**src/rtl/uart_frame_responder.sv**
```systemverilog
// uart_frame_responder
// Sensor-side emulator for the measurement-request link. The block waits for a
// high->low transition on the request line. It then latches the sample bytes and
// sends one fixed-length 8N1 frame, LSB first, on a UART TX line. Byte 0 of each
// group is the sync marker. The remaining bytes carry the latched samples in order.
//
// Ports:
//   clk80      system clock (BIT_CLKS cycles per UART bit)
//   rst_n      synchronous active-low reset
//   iReq       request line, asynchronous to clk80
//   iSamples   sample bytes; sample s = bits [8s+7:8s]
//   oTx        UART TX line, idle high
//   oBusy      high from request detection through the last stop bit
//   oFrameDone one-cycle pulse at the end of the final stop bit
//   oMissed    one-cycle pulse for a request edge that arrives while busy
module uart_frame_responder #(
  parameter int         BIT_CLKS    = 16,
  parameter int         FRAME_LEN   = 15,
  parameter int         GROUP_LEN   = 5,
  parameter logic [7:0] SYNC_BYTE   = 8'h55,
  parameter int         START_DELAY = 1,
  localparam int        NSAMP       = FRAME_LEN - FRAME_LEN / GROUP_LEN
) (
  input  logic               clk80,
  input  logic               rst_n,
  input  logic               iReq,
  input  logic [8*NSAMP-1:0] iSamples,
  output logic               oTx,
  output logic               oBusy,
  output logic               oFrameDone,
  output logic               oMissed
);

  localparam int CNT_W  = (BIT_CLKS > 1) ? $clog2(BIT_CLKS) : 1;
  localparam int BYTE_W = (FRAME_LEN > 1) ? $clog2(FRAME_LEN) : 1;
  localparam int DLY_W  = (START_DELAY > 1) ? $clog2(START_DELAY) : 1;

  localparam logic [CNT_W-1:0]  CNT_LAST  = CNT_W'(BIT_CLKS - 1);
  localparam logic [BYTE_W-1:0] BYTE_LAST = BYTE_W'(FRAME_LEN - 1);
  localparam logic [BYTE_W-1:0] GROUP_V   = BYTE_W'(GROUP_LEN);
  localparam logic [DLY_W-1:0]  DLY_LAST  = DLY_W'((START_DELAY > 0) ? START_DELAY - 1 : 0);

  typedef enum logic [2:0] {
    S_IDLE  = 3'd0,
    S_DELAY = 3'd1,
    S_START = 3'd2,
    S_DATA  = 3'd3,
    S_STOP  = 3'd4
  } state_t;

  state_t             r_state;
  logic               r_s1, r_s2, r_p, r_fall;
  logic [CNT_W-1:0]   r_bit_cnt;
  logic [2:0]         r_bit_idx;
  logic [BYTE_W-1:0]  r_byte_idx;
  logic [DLY_W-1:0]   r_dly_cnt;
  logic [8*NSAMP-1:0] r_samples;
  logic               r_tx, r_busy, r_done, r_missed;

  logic               w_fall;
  logic               w_wrap;
  logic [2:0]         w_next_bit;
  logic [BYTE_W-1:0]  w_samp_idx;
  logic [7:0]         w_cur_byte;

  assign w_fall     = r_p & ~r_s2;
  assign w_wrap     = (r_bit_cnt == CNT_LAST);
  assign w_next_bit = r_bit_idx + 3'd1;

  // Request synchronizer. The falling edge is registered once more, so the FSM
  // reacts one edge after detection.
  always_ff @(posedge clk80) begin
    if (!rst_n) begin
      r_s1   <= 1'b0;
      r_s2   <= 1'b0;
      r_p    <= 1'b0;
      r_fall <= 1'b0;
    end else begin
      r_s1   <= iReq;
      r_s2   <= r_s1;
      r_p    <= r_s2;
      r_fall <= w_fall;
    end
  end

  // Byte selection: sync marker at the start of each group, otherwise the next
  // latched sample. Sample index = byte index minus the sync bytes seen so far.
  always_comb begin
    w_samp_idx = r_byte_idx - (r_byte_idx / GROUP_V) - BYTE_W'(1);
    if ((r_byte_idx % GROUP_V) == '0) begin
      w_cur_byte = SYNC_BYTE;
    end else begin
      w_cur_byte = r_samples[{w_samp_idx, 3'b000} +: 8];
    end
  end

  // Frame FSM. oTx is registered, so each transition loads the level for the next bit.
  always_ff @(posedge clk80) begin
    if (!rst_n) begin
      r_state    <= S_IDLE;
      r_bit_cnt  <= '0;
      r_bit_idx  <= 3'd0;
      r_byte_idx <= '0;
      r_dly_cnt  <= '0;
      r_samples  <= '0;
      r_tx       <= 1'b1;
      r_busy     <= 1'b0;
      r_done     <= 1'b0;
      r_missed   <= 1'b0;
    end else begin
      r_done   <= 1'b0;
      // A request in the frame-done cycle counts as missed, not as a new frame.
      r_missed <= r_fall & ((r_state != S_IDLE) | r_done);
      if (r_state != S_IDLE) begin
        r_bit_cnt <= w_wrap ? '0 : r_bit_cnt + CNT_W'(1);
      end else begin
        r_bit_cnt <= '0;
      end
      case (r_state)
        S_IDLE: begin
          r_tx <= 1'b1;
          if (r_fall && !r_done) begin
            r_busy     <= 1'b1;
            r_samples  <= iSamples;
            r_byte_idx <= '0;
            r_bit_idx  <= 3'd0;
            r_dly_cnt  <= '0;
            if (START_DELAY == 0) begin
              r_state <= S_START;
              r_tx    <= 1'b0;
            end else begin
              r_state <= S_DELAY;
            end
          end
        end
        S_DELAY: begin
          r_tx <= 1'b1;
          if (w_wrap) begin
            if (r_dly_cnt == DLY_LAST) begin
              r_state <= S_START;
              r_tx    <= 1'b0;
            end else begin
              r_dly_cnt <= r_dly_cnt + DLY_W'(1);
            end
          end
        end
        S_START: begin
          if (w_wrap) begin
            r_state   <= S_DATA;
            r_bit_idx <= 3'd0;
            r_tx      <= w_cur_byte[0];
          end
        end
        S_DATA: begin
          if (w_wrap) begin
            if (r_bit_idx == 3'd7) begin
              r_state <= S_STOP;
              r_tx    <= 1'b1;
            end else begin
              r_bit_idx <= w_next_bit;
              r_tx      <= w_cur_byte[w_next_bit];
            end
          end
        end
        S_STOP: begin
          if (w_wrap) begin
            if (r_byte_idx != BYTE_LAST) begin
              r_byte_idx <= r_byte_idx + BYTE_W'(1);
              r_state    <= S_START;
              r_tx       <= 1'b0;
            end else begin
              r_state <= S_IDLE;
              r_busy  <= 1'b0;
              r_done  <= 1'b1;
              r_tx    <= 1'b1;
            end
          end
        end
        default: begin
          r_state <= S_IDLE;
          r_tx    <= 1'b1;
          r_busy  <= 1'b0;
        end
      endcase
    end
  end

  assign oTx        = r_tx;
  assign oBusy      = r_busy;
  assign oFrameDone = r_done;
  assign oMissed    = r_missed;

endmodule

```
**config.mk**
```make
export PLATFORM = sky130hd
export DESIGN_NAME = uart_frame_responder
export DESIGN_NICKNAME = d
export VERILOG_FILES = /design/src/rtl/uart_frame_responder.sv
export SDC_FILE = /design/constraint.sdc
export NUM_CORES = 1
export LEC_CHECK = 0
export ABC_AREA = 1
export BUFFER_PORTS_ARGS = -buffer_cell sky130_fd_sc_hd__buf_2
export CAP_MARGIN = 20
export CORE_ASPECT_RATIO = 1.1
export CORE_MARGIN = 2
export CORE_UTILIZATION = 50
export CTS_CLUSTER_DIAMETER = 40
export DETAILED_ROUTE_END_ITERATION = 6
export PLACE_DENSITY_LB_ADDON = 0.05
export SETUP_SLACK_MARGIN = 0.2
export SYNTH_ARGS = -nofsm -noshare
export SYNTH_HDL_FRONTEND = slang
export SYNTH_SLANG_ARGS = --single-unit
```
**constraint.sdc**
```tcl
create_clock -name clk80 -period 5.7 [get_ports clk80]
set_input_delay 0.285 -clock clk80 [delete_from_list [all_inputs] [get_ports clk80]]
set_output_delay 0.285 -clock clk80 [all_outputs]
set_load 0.01 [all_outputs]
```
# Yosys cells after proc, flatten, opt, wreduce, memory -nomap -nowiden
# Cells that the tools add are included.
dict set report word_totals {
  register_bits 119
  inputBits 99
  out_inout_bits 4
  word_cells 103
}
dict set report classes {
  addsub 6
  shifts 1
  n_eq_ne 17
  n_reduce_logical 18
  n_bitwise 7
  n_mux 37
  order_cmp 1
  div_mod_pow 2
}
# cell n
set op_table {}
lappend op_table {{96-bit by 8-bit indexed part select with 8-bit output} 1}
lappend op_table {{3-bit 2-to-1 mux} 11}
lappend op_table {{2-bit != test, second input constant} 10}
lappend op_table {{3-bit one-hot mux with 5 select lines} 1}
lappend op_table {{1-bit 2-to-1 mux} 14}
lappend op_table {{4-bit 2-to-1 mux} 3}
lappend op_table {{3-bit one-hot mux with 3 select lines} 1}
lappend op_table {{3-bit AND reduction} 3}
lappend op_table {{4-bit by 1-bit adder with 4-bit output, second input constant} 2}
lappend op_table {{8-bit 2-to-1 mux} 1}
lappend op_table {{4-bit one-hot mux with 2 select lines} 1}
lappend op_table {{4-bit AND reduction} 2}
lappend op_table {{7-bit AND reduction} 1}
lappend op_table {{3-bit by 2-bit == test with 1-bit output, second input constant} 2}
lappend op_table {{3-bit == test, second input constant} 2}
lappend op_table {{3-bit nonzero test} 2}
lappend op_table {{3-bit OR reduction} 2}
lappend op_table {{5-bit AND reduction} 1}
lappend op_table {{4-bit by 3-bit divider with 4-bit output, second input constant} 1}
lappend op_table {{4-bit == test, second input constant} 1}
lappend op_table {{4-bit logical NOT} 1}
lappend op_table {{3-bit by 4-bit less-than comparator with 1-bit output, second input constant} 1}
lappend op_table {{4-bit by 3-bit remainder unit with 4-bit output, second input constant} 1}
lappend op_table {{4-bit != test, second input constant} 1}
lappend op_table {{other kinds (18)} 23}

# Logic depth before layout (Yosys ltp)
# Gate-level depths: netlist (run 1).
dict set report logic_depth {
  ltp_word 10
  ltp_mapped 32
  depth_no_buf 31
}

# Worst setup path before layout (run 1)
# Ideal clock, no wire load.
dict set report synth_path {
  path_kind {flip-flop to flip-flop}
  from {register r_byte_idx[0]}
  to {register r_tx, in the netlist oTx}
  synth_period_minus_slack_ns 3.769
  required_time_ns 5.585
  t_arrival_ns 3.654
  n_path_buf 2
  slack_ns 1.931
  setup_ns 0.115
  stages_incl_launch_ff 32
  path_cell_list {dfxtp_1 -> inv_1 -> ha_1 -> inv_1 -> nand2_1 -> nand2_1 -> ha_1 -> ha_1 -> or2_2 -> nand3_1 -> nand2_1 -> inv_1 -> ha_1 -> fa_1 -> buf_4 -> inv_2 -> buf_2 -> nand3_1 -> nand2_1 -> nor2_1 -> nor2_1 -> nand2_1 -> nand3_1 -> nand2_1 -> inv_1 -> nand2_1 -> nand2_1 -> nand2_1 -> nand2_1 -> nand2_1 -> nand2_1 -> nand2_1}
}
dict set report synth_via {
  elab_chain_len 10
  word_cells_on_any_way 16
  cone_classes {add/sub: 2; div: 2; eq/ne: 1; shift: 1; mux: 9; reduce/logical: 1}
}
# item line_no
set synth_lines {}
lappend synth_lines {{start, declared} 55} ;# logic [BYTE_W-1:0] r_byte_idx;
lappend synth_lines {{start signal, assigned} 168} ;# r_byte_idx <= r_byte_idx + BYTE_W'(1);
lappend synth_lines {{4-bit by 3-bit divider with 4-bit output} 89} ;# w_samp_idx = r_byte_idx - (r_byte_idx / GROUP_V) - BYTE_W'(1);
lappend synth_lines {{4-bit subtractor} 89}
lappend synth_lines {{4-bit by 1-bit subtractor with 4-bit output} 89}
lappend synth_lines {{96-bit by 8-bit indexed part select with 8-bit output} 93} ;# w_cur_byte = r_samples[{w_samp_idx, 3'b000} +: 8];
lappend synth_lines {{8-bit 2-to-1 mux} 90} ;# if ((r_byte_idx % GROUP_V) == '0) begin
lappend synth_lines {{1-bit binary-select mux with 3-bit select} 161} ;# r_tx <= w_cur_byte[w_next_bit];
lappend synth_lines {{1-bit 2-to-1 mux (implied by the code)} 161}
lappend synth_lines {{1-bit 2-to-1 mux} 156} ;# if (r_bit_idx == 3'd7) begin
lappend synth_lines {{1-bit 2-to-1 mux} 155} ;# if (w_wrap) begin
lappend synth_lines {{1-bit one-hot mux with 4 select lines (*)} 119} ;# case (r_state)
lappend synth_lines {{end signal, assigned} 151} ;# r_tx <= w_cur_byte[0];
lappend synth_lines {{end signal, assigned} 161}
lappend synth_lines {{end, declared} 58} ;# logic r_tx, r_busy, r_done, r_missed;
# Mark *: on every way between the ends. The rest lies on a longest branch, timed or not. The select of a mux whose other input is x is not followed.
# A chain may end at the register's enable or synchronous reset.

# Worst setup path in the final report (run 1)
dict set report layout_path {
  from {register r_byte_idx[2]}
  to {register r_tx, in the netlist oTx}
}
# The elaborated chain is that of the path after synthesis.

==> results list, run 1 <==
- Compared with the post-synthesis result, the final layout area differs by 20.5%.
- In the routed layout, each cell is associated on average with a via count of 5.17.
- The number of global-route vias before repair came to 5426.
- TritonCTS created 17 clock buffers.
* Number of maximum-capacitance constraint violations: 0
- Synth Register Bits: 118
- Counting every net in the synthesized netlist gives 955.
- Largest net degree at the start of global routing: 112
- Highest-count cells in the layout ignoring fill and taps: sky130_fd_sc_hd__nor2_1 (177), sky130_fd_sc_hd__nand2_1 (142), sky130_fd_sc_hd__dfxtp_1 (118)
- In this run the static leakage power is 3.27 nW.
* Met2 capacity usage during global routing: 44.0%
- The worst-case IR drop observed on VDD is 0.229 mV.
* Initial Utilization: 51.7%
- Outcome: finished, final reports clean
* Highest Clock Rate: 218 MHz
* Period utilisation layout: 80.5%
- The average instance in the mapped netlist occupies 6.79 um2.
- Once detailed placement completed, the half-perimeter wirelength came to 10.2 mm.
* Cells resized by post-CTS repair: 0
* Core box area: 11100 um2
- Summed over all instances, the cell type with the most area after synthesis is sky130_fd_sc_hd__dfxtp_1.
- For this run, global-route usage on met1 was measured as 29.9%.
- Filler Cell Count: 1035
- Type of element capturing the critical path: flip-flop
* Overall track demand over capacity in global routing: 25.2%
- The final layout contains routed wiring with a total length of 14.8 mm.
- Measured against its own limit, the worst slew margin works out to 35.2%.
- Number of buffers inserted by hold repair at cts: 0
- STA classifies the critical path startpoint as a flip-flop.
* Worst setup skew after layout: 4.62 ps
* Depth of the CTS H-tree: 4
- TritonCTS built the clock tree.
- Setup repair after global routing left no endpoint under its margin.
- The longest clock path from root to sink contains 2 buffers.
- The first routing iteration left 329 violations.
- CP peak stage delay: 870 ps
- Number of top-level design ports: 103
- The netlist uses 32 different library cells.
- Initial antenna violation count: 0
* Largest family of logic cells by synthesized area: simple AND/OR/NAND/NOR gates
* Ranking of synthesized cells by area: sky130_fd_sc_hd__dfxtp_1 (41%), sky130_fd_sc_hd__nor2_1 (12%), sky130_fd_sc_hd__nand2_1 (9.3%)
- In the routed design, unresolved DRC markers number 0.
* Path class of the lowest-slack min-delay path: in2reg
* Met3 layer usage reported by global route: 5.47%
- Number of routed nets with antenna violations: 0
* Placer Congestion: 0.939
* Clock latency reported for the late side of the worst-skew pair: 420 ps
- Wire length of the first global-routing pass: 24.6 mm
* Routed wirelength normalized by instance count: 13.7 um
- Summing every instance area after synthesis gives 5720 um2.
- Final setup vio count: 0
- The finished cells cover 6890 um2.
- The synthesized netlist devotes 0.613% of its cell area to XOR and XNOR gates.
* Final core utilization: 62.3%
- Top cell by count, worst path: sky130_fd_sc_hd__nand2_1
- In this run the most used layer during global routing was met2.
- Sequential share of the synthesized area: 41.3%
- Synthesized-area fraction occupied by adder cells: 3.19%
- Worst Max-Slew Pin Slew: 972 ps
* Die Wd: 106 um
- Placement Cell Area: 6170 um2
* CTS clk-pin slew, worst paths: 60 ps
* Fraction of the mapped netlist area in simple logic gates: 30.1%
* PortBufs: 102
- The number of setup buffers added after CTS is 0.
- # nets final: 1033
- Number of core rows: 40
* Antenna Cells: 0
- TritonCTS sink count: 118
- Subtracting the final worst setup slack from the clock period gives 4590 ps.
- Cell at the root of the clock tree: sky130_fd_sc_hd__clkbuf_16
- Number of pins with negative max-slew slack in the final report: 0
- Final hold violations: 0
* Fraction of final layout cells sized beyond drive strength 1: 16.6%
- Most used flip-flop cell after synthesis: sky130_fd_sc_hd__dfxtp_1
- For this design, the slowest cell found on the critical path is sky130_fd_sc_hd__fa_1.
- For the worst setup path, the data required time is 6020 ps.
* Cells after Synth: 842
- Complex-gate fraction of the synthesized area: 14.7%
* Total number of vias: 5581
- Of the post-synthesis cell area, the part taken by muxes is 0%.
* Post-synth EDFFs: 0
* Number of search-and-repair iterations in the first detailed-routing pass: 5
- The die covers 12300 um2.
- Power density over cell area: 454 nW/um2
- Yosys printed 0 warnings.
- From bottom edge to top edge, the die measures 116 um.
- In the final timing run, aggregate negative setup slack is 0 ps.
- Final Power: 3.13 mW
- Data on the critical path arrives at its endpoint at 4910 ps.
- Worst-path fanout max: 23
- After global routing the overflow that remains totals 0.
* Critical path class: reg2reg
* Area fraction of the dominant cell type after synthesis: 41.3%
- Leaving out fill and tap cells, the most frequent cell in the layout is sky130_fd_sc_hd__nor2_1.
- Asr flop ratio synth: 0%
## sequential cells by signal, indices dropped and copies added, names as in the netlist
| register | flops |
|---|---|
| r_p | 1 |
| r_s2 | 1 |
| r_samples | 96 |
| r_state | 3 |
| r_bit_cnt | 4 |
| r_byte_idx | 4 |
| r_fall | 1 |
| r_s1 | 1 |
| r_bit_idx | 3 |
| oMissed | 1 |
| oBusy | 1 |
| oFrameDone | 1 |
| oTx | 1 |
## routing by layer
metal | vias to the layer above | routed length [um]
met5 | - | 0
met4 | 0 | 335
met3 | 33 | 588
met2 | 119 | 7380
met1 | 2561 | 6470
li1 | 2868 | -
## final cells by class
| class | count | area, um2 | area share (%) |
|---|---|---|---|
| clock buffer | 19 | 453 | 6.57 |
| clock inverter | 13 | 250 | 3.63 |
| inverter | 79 | 298 | 4.32 |
| multi-input combinational | 597 | 2780 | 40.4 |
| sequential | 118 | 2360 | 34.3 |
| tap | 147 | 184 | 2.67 |
| timing repair buffer | 107 | 561 | 8.14 |
## through the flow
stage                     cells  setup slack [ps]  hold WS, ps
after floorplan             842              1930          383
after global placement     1047              1410          397
final                      1080              1110         46.4
after global routing       1080               639         44.3
after detailed placement   1047              1170          399
after CTS                  1079              1160         38.1
## logic make-up (layout without fill, tap and decap cells)
group	after synthesis	in the layout
AND/OR/NAND/NOR	416	416
flip-flops	118	118
buffers and inverters	127	218
AO/OA/AOI/OAI	163	163
XOR/XNOR	4	4
adder cells (fa/ha/maj)	14	14
## worst max-delay path, delay by kind of cell, from the launching register on
kind / cells / cell delay, ps
adders and majority gates: 5 / 1800
and+or+nand+nor: 20 / 1500
buffers and inverters: 6 / 690
DFF: 1 / 480
## path summary, 6_finish.rpt
path                              start           endpoint  slack (ps)  depth (start not counted)
max          r_byte_idx[2]$_SDFFE_PN0P_   oTx$_SDFFE_PN1P_        1110                         31
max reg2reg  r_byte_idx[2]$_SDFFE_PN0P_   oTx$_SDFFE_PN1P_        1110                         31
min reg2reg             r_s2$_SDFF_PN0_  r_fall$_SDFF_PN0_         410                          1
min                                iReq    r_s1$_SDFF_PN0_          50                          3
## Yosys cell counts, types with 2 or more instances
cell type,instances
sky130_fd_sc_hd__nand3_1,81
sky130_fd_sc_hd__nand2_1,142
sky130_fd_sc_hd__dfxtp_1,118
sky130_fd_sc_hd__clkbuf_1,24
sky130_fd_sc_hd__inv_2,8
sky130_fd_sc_hd__a211oi_1,3
sky130_fd_sc_hd__buf_6,9
sky130_fd_sc_hd__a21oi_1,46
sky130_fd_sc_hd__nor2_1,177
sky130_fd_sc_hd__buf_2,10
sky130_fd_sc_hd__nor3_1,5
sky130_fd_sc_hd__inv_1,71
sky130_fd_sc_hd__xor2_1,3
sky130_fd_sc_hd__buf_4,5
sky130_fd_sc_hd__o21ai_1,2
sky130_fd_sc_hd__o21ai_0,106
sky130_fd_sc_hd__ha_1,13
sky130_fd_sc_hd__nand2_2,2
sky130_fd_sc_hd__nand3b_1,3
sky130_fd_sc_hd__o211ai_1,2
## where the power goes
group / internal, mW / switching, mW / leakage [nW]
sequential: 0.872 / 0.0371 / 0.954
clock: 0.884 / 0.381 / 0.331
combinational: 0.328 / 0.629 / 1.98
total: 2.08 / 1.05 / 3.27
Power figures use the tool's default switching activity.
==> run 2: changes to the inputs <==
==> constraint.sdc (replaced) <==
create_clock -name clk80 -period 4.6 [get_ports clk80]
set_input_delay 0.23 -clock clk80 [delete_from_list [all_inputs] [get_ports clk80]]
set_output_delay 0.23 -clock clk80 [all_outputs]
set_load 0.01 [all_outputs]
==> run 2 against run 1 <==
Clock power up 4%. Fmax grew 13%. Cell area fell by 0.91%. Global-route usage decreased by 0.12 points. Critical path depth fell by 3. Largest cell class unchanged.
==> results list, run 2 (synthesis results as in run 1) <==
- Worst endpoint data arrival time: 4360 ps
* Req. time, crit path: 4910 ps
- Number of maximum-capacitance constraint violations: 0
- Top register by number of flip-flops: r_samples
- In this run the tightest slew margin relative to its limit is 59.4%.
- In this design, the critical path's most frequently occurring cell is sky130_fd_sc_hd__nand2_1.
* Largest net degree at the start of global routing: 108
- Half-perimeter wire length after detailed placement: 10.1 mm
* Die Wd: 106 um
* Initial Utilization: 51.7%
- Dividing the detail-routed wire length by the instance count gives 13.7 um.
- In the routed design, unresolved DRC markers number 0.
- Along the worst path, the maximum fanout reaches 25.
- Leaving out filler cells and counting taps, the final layout contains 1079.
- Path class of the lowest-slack min-delay path: in2reg
* Number of cells after detailed placement: 1048
- Setup violations remaining at the end of the flow were counted as 0.
- The first global-routing pass estimated 24.5 mm of wire.
* Initial DRC count: 311
* Logic depth of the worst register-to-register path: 28
- The worst setup path is of the reg2reg kind.
* Leading cell type in the layout, fill and taps excluded: sky130_fd_sc_hd__nor2_1
- The worst setup path is launched from a flip-flop.
- The floorplan has 40 rows.
* TritonCTS Buffers: 17
- Number of search-and-repair iterations in the first detailed-routing pass: 7
* Filler Cell Count: 1057
- Total number of vias: 5589
- Setup repair after global routing left no endpoint under its margin.
- After clock tree synthesis, the clock-pin slew on the worst setup and hold paths is 50 ps.
- Placer Congestion: 0.918
* Final Power: 3.70 mW
- Total gr overflow: 0
- TritonCTS sink count: 118
* Cell at the root of the clock tree: sky130_fd_sc_hd__clkbuf_16
- Synthesis-to-finish area growth: 19.4%
- Crit path launch: r_byte_idx[0]$_SDFFE_PN0P_
- Highest Clock Rate: 247 MHz
* Power density over cell area: 541 nW/um2
- In the finished design, the share of the clock period the worst path needs comes to 88.1%.
- For this design the static power due to leakage is 3.23 nW.
* Post-route minimum period: 4050 ps
- The H-tree generated during clock tree synthesis spans 4 levels.
- The top cell types in the final layout, fill and taps aside, are sky130_fd_sc_hd__nor2_1 (177), sky130_fd_sc_hd__nand2_1 (142), sky130_fd_sc_hd__dfxtp_1 (115).
- Die Footprint: 12300 um2
- Of the cells placed in the final design, the portion with a size suffix greater than 1 is 16.4%.
* Vias in the first global route: 5201
- For this design, the slowest cell found on the critical path is sky130_fd_sc_hd__fa_2.
* Worst setup skew after layout: 6.09 ps
* Worst-case vdd ir drop: 0.373 mV
* Worst R2R End: oTx$_SDFFE_PN1P_
- The register with the most flip-flops in the layout has 96 of them.
* Number of pins with negative max-slew slack in the final report: 0
- Accumulated negative setup slack: 0 ps
- For the worst-skew pair, the clock arrives at the later sink with an insertion delay of 410 ps.
- The run finished with clean final reports.
- At the end of the flow, the number of nets in the layout was 1033.
- The total area inside the core boundary comes to 11100 um2.
- Number of stages on the worst hold path: 3
* Number of top-level design ports: 103
- Type of element capturing the critical path: flip-flop
- In this run the worst setup path terminates at oTx$_SDFFE_PN1P_.
- After detailed routing, the number of vias per cell comes to 5.18.
* Overall track demand over capacity in global routing: 25.1%
- The final count of hold timing violations came to 0.
* Vertical die dimension: 116 um
- Biggest registers after layout: r_samples: 96 flops, r_bit_cnt: 4 flops, r_byte_idx: 4 flops
- Wires add up to 14.7 mm.
- The repair_antennas step left the layout with diodes totalling 0.
- Worst Max-Slew Pin Slew: 608 ps
- Number of buffers inserted by hold repair at cts: 0
* Startpoint of the most critical register-to-register path: r_byte_idx[0]$_SDFFE_PN0P_
- Design area: 6830 um2
- The placed instances occupy a cell area of 6190 um2.
* R2R setup slack: 550 ps
* Post-CTS Setup Bufs: 0
* CP peak stage delay: 610 ps
- In this run the tool buffered the top-level ports with 102 buffer cells.
- The number of antenna violations at the first check in global routing came to 0.
* Clock tree from TritonCTS: done
- Max Buffers Root-to-Sink: 2
- Once detail routing completed, the nets flagged for antenna violations numbered 0.
-- run 2: changes by cell type in the layout (fill, tap and decap cells not counted), sizes merged --
cell      previous run  this run
bufinv               7         2
clkbuf              19        29
clkinv               3         1
clkinvlp             4         0
-- run 2: power breakdown --
part           total [mW]  leakage, nW  internal [mW]  switching [mW]
clock network        1.31        0.288          0.881           0.434
logic                1.25         1.99          0.437           0.813
registers            1.13        0.956           1.08          0.0480
total                3.70         3.23           2.40            1.29
-- run 2: worst max-delay path, delay by kind of cell, from the launching register on --
family | cells | cell delay [ps]
and+or+nand+nor | 18 | 1580
adders and majority gates | 5 | 1440
buffers and inverters | 5 | 500
DFF | 1 | 400
-- run 2: metrics by stage --
| step | hold slack (ps) | setup slack (ps) | utilization (%) |
|---|---|---|---|
| 2_1_floorplan | 328 | 831 | - |
| 3_3_place_gp | 397 | 497 | 55.9 |
| 3_5_place_dp | 406 | 390 | 55.9 |
| 4_1_cts | 4.25 | 361 | 61.3 |
| 5_1_grt | 17.9 | 208 | 61.7 |
| 6_report | 14.8 | 548 | 61.7 |
-- run 2: area by class of cell --
cell class / instances / area [um2] / share of cell area (%)
flip-flops and latches: 118 / 2370 / 34.7
inverters: 79 / 305 / 4.47
repair buffers: 107 / 577 / 8.45
clock buffers: 29 / 531 / 7.77
multi-input cells: 597 / 2800 / 41.0
well taps: 147 / 184 / 2.69
clock inverters: 2 / 60.1 / 0.880
-- run 2: routing by layer --
layer  vias up  GRT usage, %  share of wire [%]
li1       2857             -                  -
met1      2558          30.2                 44
met2       151          44.1                 51
met3        23          5.52                4.1
met4         0          10.0                1.8
met5         -             0                  0
-- run 2: what timing repair did --
item                                   4_1_cts  5_1_grt
setup endpoints to repair                    0        1
resized for setup                            0       17
endpoints found under the hold margin        0        0
-- run 2: worst min-delay path by stage --
| stage | slack, ps | from | endpoint |
|---|---|---|---|
| floorplan | 330 | iReq | r_s1$_SDFF_PN0_ |
| global placement | 400 | r_s1$_SDFF_PN0_ | r_s2$_SDFF_PN0_ |
| detailed placement | 410 | r_s2$_SDFF_PN0_ | r_fall$_SDFF_PN0_ |
| CTS | 4 | iReq | r_s1$_SDFF_PN0_ |
| global route | 20 | iReq | r_s1$_SDFF_PN0_ |
| finish | 10 | iReq | r_s1$_SDFF_PN0_ |
